--- src/rtl/uart_tx_frame.sv ---
// UART transmitter: serialises parallel words LSB-first with start bit, optional
// even/odd parity and one or two stop bits; baud divisor and framing latched per word.
module uart_tx_frame #(
    parameter int DATA_WIDTH = 8,
    parameter int DIV_WIDTH  = 16
) (
    input  logic                  clock,
    input  logic                  reset,
    input  logic [DATA_WIDTH-1:0] data_in,
    input  logic                  tx_valid,
    output logic                  tx_ready,
    input  logic [DIV_WIDTH-1:0]  baud_div,
    input  logic [1:0]            parity_mode,
    input  logic                  stop_two,
    output logic                  tx,
    output logic                  busy
);

    localparam int IDX_W = (DATA_WIDTH > 1) ? $clog2(DATA_WIDTH) : 1;
    localparam logic [IDX_W-1:0] LAST_IDX = IDX_W'(DATA_WIDTH - 1);

    typedef enum logic [2:0] {
        IDLE,
        START,
        DATA,
        PARITY,
        STOP
    } state_t;

    state_t                state;
    logic [DIV_WIDTH-1:0]  cnt;
    logic [DIV_WIDTH-1:0]  div_q;
    logic [IDX_W-1:0]      idx;
    logic [IDX_W-1:0]      next_idx;
    logic                  stop_cnt;
    logic [DATA_WIDTH-1:0] data_q;
    logic [1:0]            pmode_q;
    logic                  stop_two_q;
    logic                  tx_q;

    logic bit_end;
    logic parity_en;
    logic parity_bit;

    // div_q never holds 0 (clamped at accept), so div_q - 1 cannot underflow.
    assign bit_end    = (cnt == div_q - DIV_WIDTH'(1));
    assign parity_en  = pmode_q[0] ^ pmode_q[1];
    assign parity_bit = (^data_q) ^ pmode_q[1];
    assign next_idx   = idx + IDX_W'(1);

    assign tx_ready = (state == IDLE);
    assign busy     = (state != IDLE);
    assign tx       = tx_q;

    // NOTE: all state below uses non-blocking assignments so every register
    // samples pre-edge values; the tx level is registered alongside its state.
    always_ff @(posedge clock or negedge reset) begin
        if (!reset) begin
            state      <= IDLE;
            cnt        <= '0;
            div_q      <= DIV_WIDTH'(1);
            idx        <= '0;
            stop_cnt   <= 1'b0;
            data_q     <= '0;
            pmode_q    <= 2'b00;
            stop_two_q <= 1'b0;
            tx_q       <= 1'b1;
        end else begin
            if (state == IDLE || bit_end) begin
                cnt <= '0;
            end else begin
                cnt <= cnt + DIV_WIDTH'(1);
            end

            unique case (state)
                IDLE: begin
                    tx_q <= 1'b1;
                    if (tx_valid) begin
                        data_q     <= data_in;
                        div_q      <= (baud_div == '0) ? DIV_WIDTH'(1) : baud_div;
                        pmode_q    <= parity_mode;
                        stop_two_q <= stop_two;
                        state      <= START;
                        tx_q       <= 1'b0;
                    end
                end
                START: begin
                    if (bit_end) begin
                        state <= DATA;
                        idx   <= '0;
                        tx_q  <= data_q[0];
                    end
                end
                DATA: begin
                    if (bit_end) begin
                        if (idx < LAST_IDX) begin
                            idx  <= next_idx;
                            tx_q <= data_q[next_idx];
                        end else if (parity_en) begin
                            state <= PARITY;
                            tx_q  <= parity_bit;
                        end else begin
                            state    <= STOP;
                            stop_cnt <= 1'b0;
                            tx_q     <= 1'b1;
                        end
                    end
                end
                PARITY: begin
                    if (bit_end) begin
                        state    <= STOP;
                        stop_cnt <= 1'b0;
                        tx_q     <= 1'b1;
                    end
                end
                STOP: begin
                    tx_q <= 1'b1;
                    if (bit_end) begin
                        if (stop_two_q && !stop_cnt) begin
                            stop_cnt <= 1'b1;
                        end else begin
                            state <= IDLE;
                        end
                    end
                end
                default: begin
                    state <= IDLE;
                    tx_q  <= 1'b1;
                end
            endcase
        end
    end

endmodule

--- config.mk ---
export PLATFORM = sky130hd
export DESIGN_NAME = uart_tx_frame
export DESIGN_NICKNAME = d
export VERILOG_FILES = /design/src/rtl/uart_tx_frame.sv
export SDC_FILE = /design/constraint.sdc
export NUM_CORES = 1
export LEC_CHECK = 0
export CAP_MARGIN = 30
export CORE_MARGIN = 2
export CORE_UTILIZATION = 61
export CTS_CLUSTER_SIZE = 10
export DETAILED_ROUTE_END_ITERATION = 6
export PLACE_DENSITY = 0.85
export SKIP_CTS_REPAIR_TIMING = 1
export SYNTH_ARGS = -nofsm -noshare
export SYNTH_HDL_FRONTEND = slang
export SYNTH_SLANG_ARGS = --single-unit
--- constraint.sdc ---
create_clock -name clock -period 5.38 [get_ports clock]
set_clock_uncertainty 0.2 [all_clocks]
set_input_delay 0.538 -clock clock [delete_from_list [all_inputs] [get_ports clock]]
set_output_delay 0.538 -clock clock [all_outputs]
set_load 0.01 [all_outputs]
* Word-level counts from Yosys, hierarchy flattened *
Index checks and enable logic that the tools add are counted.

storage, ports and cells
  input port bits = 30
  logic and storage cells = 76
  bits in registers = 51

cells by class
  multiplexer cells = 31
  $lt $le $gt $ge = 2
  add/sub/neg operators = 3
  reduce and logical (&&, ||, !) cells = 14
  eq/ne operators = 15
  bitwise gates (word level) = 2

operators by type and width
  cell                                                         count
  two-way mux 3 bit                                            11
  two-way mux 16 bit                                           2
  != test 2 bit (second input constant)                        10
  adder 16 x 1 -> 16 bit (second input constant)               1
  equality test 16 bit                                         1
  zero test 16 bit                                             1
  subtractor 16 x 1 -> 16 bit (second input constant)          1
  case mux 3 bit (5 select lines)                              1
  AND reduction 7 bit                                          2
  two-way mux 1 bit                                            13
  XOR reduction 8 bit                                          1
  equality test 3 x 2 -> 1 bit (second input constant)         2
  case mux 3 bit (2 select lines)                              1
  nonzero test 3 bit                                           2
  less-than comparator 3 x 4 -> 1 bit (second input constant)  1
  case mux 1 bit (4 select lines)                              1
  AND reduction 4 bit                                          1
  adder 3 x 1 -> 3 bit (second input constant)                 1
  binary-select mux 1 bit (select 3 bit)                       1
  equality test 3 x 1 -> 1 bit (second input constant)         1
  equality test 3 bit (second input constant)                  1
  zero test 3 bit                                              1
  less-than comparator 3 bit (second input constant)           1
  case mux 1 bit (3 select lines)                              1
  7 further kinds                                              8

* Longest topological paths before layout *
Gate-level depths: netlist of run 1.

  depth after elaboration = 6
  mapped depth = 10

* Worst setup path before layout of run 1 *
OpenSTA, ideal clock, no wires.

  path type = register to register
  start = reg div_q[8]
  end = reg idx[0]
  data arrival time = 2407 ps
  period minus slack after synthesis = 2732 ps
  path slack = 2648 ps
  stages on the path, launching flop included = 8
  buffers on the path = 0
  setup time = 125 ps
  cells stage by stage = dfrtp_1 -> or4_4 -> or2_0 -> or4_1 -> a22oi_1 -> nand4_2 -> nand2b_4 -> mux2_4

on the way
  longest elaborated chain between the ends = 4
  elaborated cells between the ends (all ways) = 5
  those cells by class = add/sub: 1; eq/ne: 3; reduce/logical: 1

ends and longest elaborated chain
  element                          line  text
  start: declaration               32    logic [DIV_WIDTH-1:0] div_q;
  start signal: assignment         80    div_q <= (baud_div == '0) ? DIV_WIDTH'(1) : baud_div;
  subtractor 16 x 1 -> 16 bit *    46    assign bit_end = (cnt == div_q - DIV_WIDTH'(1));
  equality test 16 bit *           46
  != test 2 bit (no line)          n/a
  AND reduction 4 bit (no line) *  n/a
  end signal: assignment           97    idx <= next_idx;
  end: declaration                 33    logic [IDX_W-1:0] idx;

Every way passes the cells marked *; elsewhere a longest branch is shown, timed or not.
A chain may end at the register's enable or synchronous reset.

* Final worst setup path of run 1 *
  start = reg div_q[2]
  end = reg cnt[12]

on the way
  longest elaborated chain between the ends = 4

ends and longest elaborated chain
  element                      line  text
  subtractor 16 x 1 -> 16 bit  46
  equality test 16 bit         46
  logical OR 1 bit             69    if (state == IDLE || bit_end) begin
  two-way mux 16 bit           69
  end signal: assignment       72    cnt <= cnt + DIV_WIDTH'(1);
  end: declaration             31    logic [DIV_WIDTH-1:0] cnt;

No other way between the ends.

==> flow_metrics.py, run 1 <==
metrics = {
    "global_routing": {
        "grt_usage_pct": 24.5,
        "grt_pass1_wl_um": 10200,
        "grt_busiest_layer": "met2",
        "grtUsageMet2_pct": 38.4,
        "grt_max_degree": 52,
        "overflow": 0,
        "grt_use_met3_pct": 4.53,
        "use_met1_pct": 33.8,
        "grt_pass1_vias": 2208,
        "antenna_found_initial": 0,
    },
    "critical_path": {
        "path_class": "flop to flop",
        "critPathMaxFanout": 15,
        "arrival_ps": 3670,
        "required_ps": 5360,
        "cp-end-kind": "flop",
        "start_kind": "flop",
    },
    "sta": {
        "setup_viol_count_final": 0,
        "max_clock_freq_mhz": 270,
        "fin_hold_ws_ps": 132,
        "rsz0062_at_grt": "false",
        "min_period_ps": 3700,
        "finalSetupTns_ps": 0,
        "final-max-slew-violation-count": 0,
        "tightest_slew_ps": 1070,
        "fin_crit_sh_pct": 68.7,
        "hold_viol_final": 0,
        "slew_headroom_pct": 28.3,
    },
    "synthesis": {
        "netlist_area_mm2": 0.00298,
        "yosys.area_share.simple_pct": 21.5,
        "synth_compound_gate_area_share_pct": 7.30,
        "avgSynthCellArea_um2": 10.2,
        "ys_warn_count": 0,
        "synth_xor_area_share_pct": 11.7,
        "synth_ff_type": "dfrtp_1",
        "synth.area.top_cells": "dfrtp_1, mux2_2, xnor2_1",
        "synth_area_leader_cell": "dfrtp_1",
        "synthAdderAreaFrac_pct": 1.26,
        "syn_nets": 326,
        "seq_area_frac_synth_pct": 42.9,
        "synth_edf_count": 0,
        "ys_ff_latch": 51,
        "ys_types": 58,
        "synth_top_family_by_area": "simple AND/OR/NAND/NOR gates",
        "muxShareOfSynthArea_pct": 12.6,
        "synth_cells": 293,
        "synth_top_area_share_pct": 41.1,
        "synthArstFlopShare_pct": 100,
    },
    "clocking": {
        "numCtsBuffers": 5,
        "cts_buffer_depth": 2,
        "htree_levels": 2,
        "cts_tree": "yes",
        "clk_latency_ps": 310,
        "clk_pin_slew_ps": 90,
        "cts_root_buffer": "clkbuf_8",
        "clkSinkCount": 51,
    },
    "detailed_routing": {
        "drc": 0,
        "drt-initial-drc-count": 103,
        "vias_per_cell": 5.84,
        "wire_per_inst_um": 15.4,
        "dr.pass1.iters": 4,
        "drt-total-wl_um": 6020,
        "vias": 2282,
        "antenna_left": 0,
    },
    "finish": {
        "layoutNonFillerInstCount": 391,
        "mostFrequentLayoutCells": "dfrtp_1, clkdlybuf4s50_1, nor2_1",
        "finalNetCount": 357,
        "antennaDiodeCount": 0,
        "layout-drive-gt1-share_pct": 15.4,
        "nFillCells": 345,
        "syn_to_final_growth_pct": 14.8,
        "final_common_cell": "dfrtp_1",
    },
    "floorplanning": {
        "dieArea_mm2": 0.00546,
        "fp.coreArea_mm2": 0.00472,
        "die_w_um": 73.9,
        "ioPinCount": 33,
        "rows": 25,
        "start_util_pct": 63.1,
        "die_y_um": 73.9,
    },
    "power_and_ir_drop": {
        "p_per_area_mw_per_mm2": 432,
        "finalPower_w": 0.00148,
        "p_leak_nw": 1.43,
        "peakVddDrop_mv": 0.282,
    },
    "place": {
        "io_buffer_count": 32,
        "globalplace.congestion": 0.827,
        "dp_cells": 384,
        "hpwl_um": 4470,
    },
    "job": {
        "drv_cap": 0,
    },
    "hold_path": {
        "worstHoldPathType": "input port to async pin",
    },
    "run_status": {
        "status": "completed",
    },
}
[power breakdown]
| group | internal, W | switching, W |
|---|---|---|
| clock network | 0.0000898 | 0.000117 |
| logic | 0.000332 | 0.000253 |
| registers | 0.000516 | 0.000170 |
[state kept, by name (all words and copies together) (netlist names)]
register    count
cnt            16
div_q          16
data_q          8
idx             3
state           3
pmode_q         2
stop_cnt        1
stop_two_q      1
tx              1
[cell families after synthesis]
group / Yosys count
XOR/XNOR: 40
multiplexers: 31
flip-flops: 51
buffers and inverters: 18
AND/OR/NAND/NOR: 118
AO/OA/AOI/OAI: 32
adder cells (fa/ha/maj): 3
[cells in the mapped netlist, types with 3 or more instances]
cell type and number:
dfrtp_1 49, nor2_1 29, mux2_2 24, nand2_1 24, xnor2_1 21, xor2_1 19
nand3_1 14, o21ai_0 10, inv_1 8, and3_1 6, a21oi_1 5, clkbuf_1 5
nor3b_1 5, nor4_1 5, nor2b_1 4, ha_1 3, mux2i_1 3, nand2b_1 3
nand3b_1 3, nor3_1 3
[cell type report]
type / count / area, um2 / area share, %
repair buffers: 34 / 330 / 9.65
flip-flops and latches: 51 / 1280 / 37.4
multi-input cells: 224 / 1620 / 47.4
clock buffers: 7 / 76.3 / 2.23
inverters: 8 / 30.0 / 0.878
well taps: 67 / 83.8 / 2.45
[critical path, cell delays in order (launching register included)]
cell,delay [ps]
dfrtp_1,440
nor4_2,940
nand3b_1,240
or4_1,550
a22oi_1,240
nand4_2,320
nand2_1,510
nor2_1,110
[path summary, 6_finish.rpt]
kind	start	to	slack, ps	cells after the start
min	reset	cnt[5]$_DFF_PN0_	130	2
max in group asynchronous	reset	data_q[5]$_DFFE_PN0P_	4430	2
max	div_q[2]$_DFFE_PN0P_	cnt[12]$_DFF_PN0_	1680	7
min reg2reg	stop_two_q$_DFFE_PN0P_	stop_two_q$_DFFE_PN0P_	310	1
min in group clock	stop_two_q$_DFFE_PN0P_	stop_two_q$_DFFE_PN0P_	310	1
max reg2reg	div_q[2]$_DFFE_PN0P_	cnt[12]$_DFF_PN0_	1680	7
[routing by layer]
metal  vias up  part of all wire [%]  routed length (um)
met1      1108                    44                2660
met5         -                     0                   0
met3        16                   4.8                 290
li1       1092                     -                   -
met2        66                    48                2910
met4         0                   2.5                 149
[metrics by stage]
| stage | worst slack (ps) | cell area [um2] | utilization, % |
|---|---|---|---|
| floorplan | 2650 | 2980 | - |
| global placement | 1930 | 3350 | 70.8 |
| detailed placement | 1750 | 3350 | 70.8 |
| global route | 1420 | 3420 | 72.5 |
| finish | 1680 | 3420 | 72.5 |
| CTS | 1740 | 3420 | 72.5 |
(Power assumes the default switching activity.)
==> run 2, diff against run 1 <==
- CORE_UTILIZATION: 61 -> 56
- PLACE_DENSITY: 0.85 -> 0.79
- clock period: 5.38 -> 3.6 ns (I/O delays scaled with it)
==> run 2 against run 1 <==
First-iteration DRC count grew 41%. Combinational power grew 52%. Design area grew 1.1%. Non-clock buffer count grew 2. Critical path type unchanged. Setup slack lost 1400 ps. Die area grew 8.4%. Critical path depth grew 2.
==> flow_metrics.py, run 2 (synthesis gave the netlist of run 1 again) <==
metrics = {
    "clocking": {
        "clk_pin_slew_ps": 100,
        "numCtsBuffers": 5,
        "htree_levels": 2,
        "cts_root_buffer": "clkbuf_8",
        "clk_latency_ps": 310,
        "cts_buffer_depth": 2,
        "clkSinkCount": 51,
        "cts_tree": "yes",
    },
    "finish": {
        "mostFrequentLayoutCells": "dfrtp_1, clkdlybuf4s50_1, nor2_1",
        "finalNetCount": 359,
        "syn_to_final_growth_pct": 16.0,
        "final_common_cell": "dfrtp_1",
        "reg_top3": "cnt: 16 flops, div_q: 16 flops, data_q: 8 flops",
        "postLayoutCellArea_mm2": 0.00346,
        "antennaDiodeCount": 0,
        "nFillCells": 424,
        "layout-drive-gt1-share_pct": 16.5,
    },
    "sta": {
        "max_clock_freq_mhz": 306,
        "worst_slack_ps": 327,
        "rsz0062_at_grt": "false",
        "tightest_slew_ps": 531,
        "slew_headroom_pct": 64.4,
        "final-max-slew-violation-count": 0,
        "hold_viol_final": 0,
        "setup_viol_count_final": 0,
        "finalSetupTns_ps": 0,
        "fin_crit_sh_pct": 90.9,
        "min_period_ps": 3270,
    },
    "power_and_ir_drop": {
        "p_sw_share_pct": 37.3,
        "power.internal_w": 0.00141,
        "peakVddDrop_mv": 0.356,
        "clockPowerShare_pct": 15.2,
        "p_leak_nw": 1.45,
        "p_per_area_mw_per_mm2": 652,
        "pwr-share-seq_pct": 45.4,
        "switchingPower_w": 0.000842,
        "power_frac_comb_pct": 39.4,
    },
    "critical_path": {
        "arrival_ps": 3260,
        "worst-r2r-cell-count": 9,
        "critPathMaxFanout": 15,
        "cp-end-kind": "flop",
        "start_kind": "flop",
        "cp-endpoint": "cnt[7]$_DFF_PN0_",
        "required_ps": 3590,
        "r2r-end": "cnt[7]$_DFF_PN0_",
        "rrSetupSlack_ps": 330,
        "crit_start": "div_q[1]$_DFFE_PN0P_",
        "r2r-start": "div_q[1]$_DFFE_PN0P_",
        "path_class": "flop to flop",
    },
    "floorplanning": {
        "ioPinCount": 33,
        "start_util_pct": 58.4,
        "dieArea_mm2": 0.00592,
        "die_w_um": 77.0,
        "rows": 26,
        "fp.coreArea_mm2": 0.00511,
        "die_y_um": 77.0,
    },
    "detailed_routing": {
        "drc": 0,
        "wire_per_inst_um": 15.9,
        "m1WireLength_um": 2960,
        "vias": 2272,
        "drt-initial-drc-count": 145,
        "routed-wl-met3_um": 316,
        "dr.pass1.iters": 4,
        "antenna_left": 0,
        "drt-total-wl_um": 6320,
        "met2_length_um": 2970,
        "top_layer": "met4",
        "vias_per_cell": 5.72,
    },
    "hold_path": {
        "worstHoldPathType": "flop to flop",
    },
    "place": {
        "placed_cell_area_mm2": 0.00336,
        "globalplace.congestion": 0.860,
        "hpwl_um": 4760,
        "dp_slack_ps": 349,
        "io_buffer_count": 32,
    },
    "global_routing": {
        "grt_pass1_wl_um": 10700,
        "overflow": 0,
        "grt_pass1_vias": 2197,
        "grt_usage_pct": 22.8,
        "grt_max_degree": 33,
        "antenna_found_initial": 0,
    },
    "job": {
        "drv_cap": 0,
    },
    "run_status": {
        "status": "completed",
    },
}
run 2: changes by cell type in the layout (fill, tap and decap cells not counted):
cell / previous run / this run
buf_4: 2 / 3
dlygate4sd3_1: 0 / 1
clkbuf_1: 2 / 0
clkinv_2: 0 / 1
inv_6: 0 / 2
run 2: power by group through the flow:
stage	clock [W]	sequential (W)	combinational (W)
floorplan	0	0.000949	0.000718
global placement	0	0.00102	0.000858
finish	0.000343	0.00102	0.000889
detailed placement	0	0.00103	0.000890
global route	0.000374	0.00105	0.000986
CTS	0.000356	0.00102	0.000892
run 2: per-stage QoR:
| stage | util, % | total power, W | hold WS (ps) | cells |
|---|---|---|---|---|
| 5_1_grt | 67.7 | 0.00241 | 355 | 397 |
| 3_5_place_dp | 65.7 | 0.00192 | 166 | 388 |
| 6_report | 67.7 | 0.00225 | 324 | 397 |
| 4_1_cts | 67.5 | 0.00227 | -181 | 396 |
| 2_1_floorplan | - | 0.00167 | -136 | 293 |
| 3_3_place_gp | 65.7 | 0.00188 | 160 | 388 |
run 2: final cells by class:
class | instances | area (um2) | area share (%)
Clock inverter | 3 | 22.5 | 0.651
Sequential cell | 51 | 1280 | 37.0
Multi-Input combinational cell | 224 | 1620 | 46.9
Clock buffer | 5 | 68.8 | 1.99
Timing Repair Buffer | 36 | 348 | 10.1
Tap cell | 70 | 87.6 | 2.53
Inverter | 8 | 30.0 | 0.868
run 2: worst min-delay path by stage:
stage / start / end / slack [ps] / cells past startpoint
floorplan: reset / cnt[0]$_DFF_PN0_ / -140 / 0
finish: stop_cnt$_DFFE_PN0P_ / stop_cnt$_DFFE_PN0P_ / 320 / 2
CTS: reset / div_q[5]$_DFFE_PN0P_ / -180 / 1
global route: stop_cnt$_DFFE_PN0P_ / stop_cnt$_DFFE_PN0P_ / 350 / 2
detailed placement: reset / cnt[5]$_DFF_PN0_ / 170 / 1
global placement: reset / cnt[4]$_DFF_PN0_ / 160 / 1
run 2: worst max-delay path: stages (launching register included):
cell and delay, ps:
dfrtp_1 430, inv_1 110, ha_1 240, nor3b_1 440, and4_1 290, o32ai_1 90
nor4_1 370, nand4_2 360, nand2_1 500, nor2_1 100
run 2: layer usage:
metal,vias up,global-route usage [%]
met1,1089,33.3
met5,-,0
met3,6,4.12
li1,1101,-
met4,0,6.00
met2,76,35.1
==> run 3, diff against run 2 <==
- CELL_PAD_IN_SITES_DETAIL_PLACEMENT: default -> 0
- CELL_PAD_IN_SITES_GLOBAL_PLACEMENT: default -> 1
- CORE_UTILIZATION: 56 -> 44
- PLACE_DENSITY: 0.79 -> default
- PLACE_DENSITY_LB_ADDON: default -> 0.1
==> run 3 against run 2 <==
Setup slack gained 240 ps. Combinational power grew 0.7%. Global-route usage shrank 4.9 points. Clock power grew 36%. Via count shrank 1.9%. Largest power group unchanged.
==> flow_metrics.py, run 3 (synthesis gave the netlist of run 1 again) <==
metrics = {
    "power_and_ir_drop": {
        "p_leak_nw": 1.49,
        "p_per_area_mw_per_mm2": 668,
        "switchingPower_w": 0.000817,
        "p_sw_share_pct": 34.4,
        "pwr-share-seq_pct": 42.5,
        "power_frac_comb_pct": 37.7,
        "peakVddDrop_mv": 0.425,
        "power.internal_w": 0.00155,
        "clockPowerShare_pct": 19.7,
    },
    "clocking": {
        "htree_levels": 2,
        "cts_buffer_depth": 2,
        "clkSinkCount": 51,
        "cts_root_buffer": "clkbuf_8",
        "clk_latency_ps": 300,
        "numCtsBuffers": 5,
        "cts_tree": "yes",
        "clk_pin_slew_ps": 90,
    },
    "critical_path": {
        "critPathMaxFanout": 10,
        "arrival_ps": 3030,
        "required_ps": 3600,
        "start_kind": "flop",
        "cp-end-kind": "flop",
        "path_class": "flop to flop",
        "r2r-start": "div_q[8]$_DFFE_PN0P_",
        "r2r-end": "idx[0]$_DFFE_PN0P_",
        "worst-r2r-cell-count": 8,
        "rrSetupSlack_ps": 560,
    },
    "sta": {
        "worst_slack_ps": 564,
        "setup_viol_count_final": 0,
        "slew_headroom_pct": 63.9,
        "fin_crit_sh_pct": 84.3,
        "finalSetupTns_ps": 0,
        "tightest_slew_ps": 539,
        "final-max-slew-violation-count": 0,
        "max_clock_freq_mhz": 329,
        "rsz0062_at_grt": "false",
        "hold_viol_final": 0,
        "min_period_ps": 3040,
        "fin_hold_ws_ps": 312,
    },
    "global_routing": {
        "overflow": 0,
        "antenna_found_initial": 0,
        "grt_pass1_wl_um": 10400,
        "grt_pass1_vias": 2220,
        "grt_usage_pct": 17.8,
        "grt_max_degree": 43,
    },
    "floorplanning": {
        "start_util_pct": 44.6,
        "rows": 30,
        "die_w_um": 86.3,
        "ioPinCount": 33,
        "dieArea_mm2": 0.00745,
        "die_y_um": 86.3,
        "fp.coreArea_mm2": 0.00668,
    },
    "detailed_routing": {
        "drc": 0,
        "vias": 2229,
        "drt-initial-drc-count": 83,
        "drt-total-wl_um": 6110,
        "antenna_left": 0,
        "vias_per_cell": 5.44,
        "dr.pass1.iters": 4,
        "wire_per_inst_um": 14.9,
    },
    "run_status": {
        "status": "completed",
    },
    "place": {
        "hpwl_um": 4690,
        "io_buffer_count": 32,
        "dp_cells": 400,
        "globalplace.congestion": 0.809,
        "dp_slack_ps": 573,
    },
    "hold_path": {
        "worstHoldPathType": "flop to flop",
        "hold_depth": 2,
        "hp-start": "stop_cnt$_DFFE_PN0P_",
        "min_to": "stop_cnt$_DFFE_PN0P_",
    },
    "finish": {
        "syn_to_final_growth_pct": 19.0,
        "layout-drive-gt1-share_pct": 17.0,
        "fin_util_pct": 53.1,
        "mostFrequentLayoutCells": "dfrtp_1, clkdlybuf4s50_1, nor2_1",
        "final_common_cell": "dfrtp_1",
        "antennaDiodeCount": 0,
        "finalNetCount": 362,
        "layoutNonFillerInstCount": 410,
        "reg_top3": "cnt: 16 flops, div_q: 16 flops, data_q: 8 flops",
    },
    "job": {
        "drv_cap": 0,
    },
}
run 3: cell types whose count changed in the layout (fill, tap and decap cells not counted), sizes merged:
cell and change:
clkinv -1, inv -2, buf +3, bufinv +2, clkbuf +1
run 3: area by class of cell:
class	count	area [um2]
Clock inverter	2	60.1
Fill cell	627	3130
Sequential cell	51	1280
Inverter	8	30.0
Timing Repair Buffer	39	383
Tap cell	80	100
Clock buffer	6	72.6
Multi-Input combinational cell	224	1620
run 3: power by group through the flow:
stage | Sequential, W | Combinational, W | Clock [W]
global route | 0.00105 | 0.00100 | 0.000502
detailed placement | 0.00102 | 0.000893 | 0
CTS | 0.00101 | 0.000901 | 0.000485
global placement | 0.00102 | 0.000892 | 0
finish | 0.00101 | 0.000895 | 0.000468
floorplan | 0.000949 | 0.000718 | 0
run 3: worst max-delay path by stage:
stage | depth (start not counted) | start | slack (ps) | end
after floorplan | 7 | div_q[8]$_DFFE_PN0P_ | 870 | idx[0]$_DFFE_PN0P_
after global placement | 8 | div_q[8]$_DFFE_PN0P_ | 620 | idx[0]$_DFFE_PN0P_
after detailed placement | 8 | div_q[8]$_DFFE_PN0P_ | 570 | idx[0]$_DFFE_PN0P_
after CTS | 8 | div_q[8]$_DFFE_PN0P_ | 560 | idx[0]$_DFFE_PN0P_
after global routing | 7 | div_q[8]$_DFFE_PN0P_ | 390 | cnt[15]$_DFF_PN0_
final | 8 | div_q[8]$_DFFE_PN0P_ | 560 | idx[0]$_DFFE_PN0P_
run 3: critical path, stage by stage, from the launching register on:
cell and delay, ps:
dfrtp_1 460, or4_4 570, or2_0 250, or4_1 400
a22oi_1 240, nand4_2 150, buf_4 200, nand2b_4 160
mux2_4 300
run 3: routing by layer:
layer | routed length [um] | global-route usage [%]
met1 | 2770 | 22.2
met2 | 3100 | 31.1
met3 | 169 | 3.43
met4 | 74 | 5.82
met5 | 0 | 0
run 3: per-stage QoR:
stage | total power, W | instance area [um2]
after CTS | 0.00240 | 3520
after global placement | 0.00191 | 3380
final | 0.00237 | 3550
after global routing | 0.00256 | 3550
after detailed placement | 0.00192 | 3380
after floorplan | 0.00167 | 2980
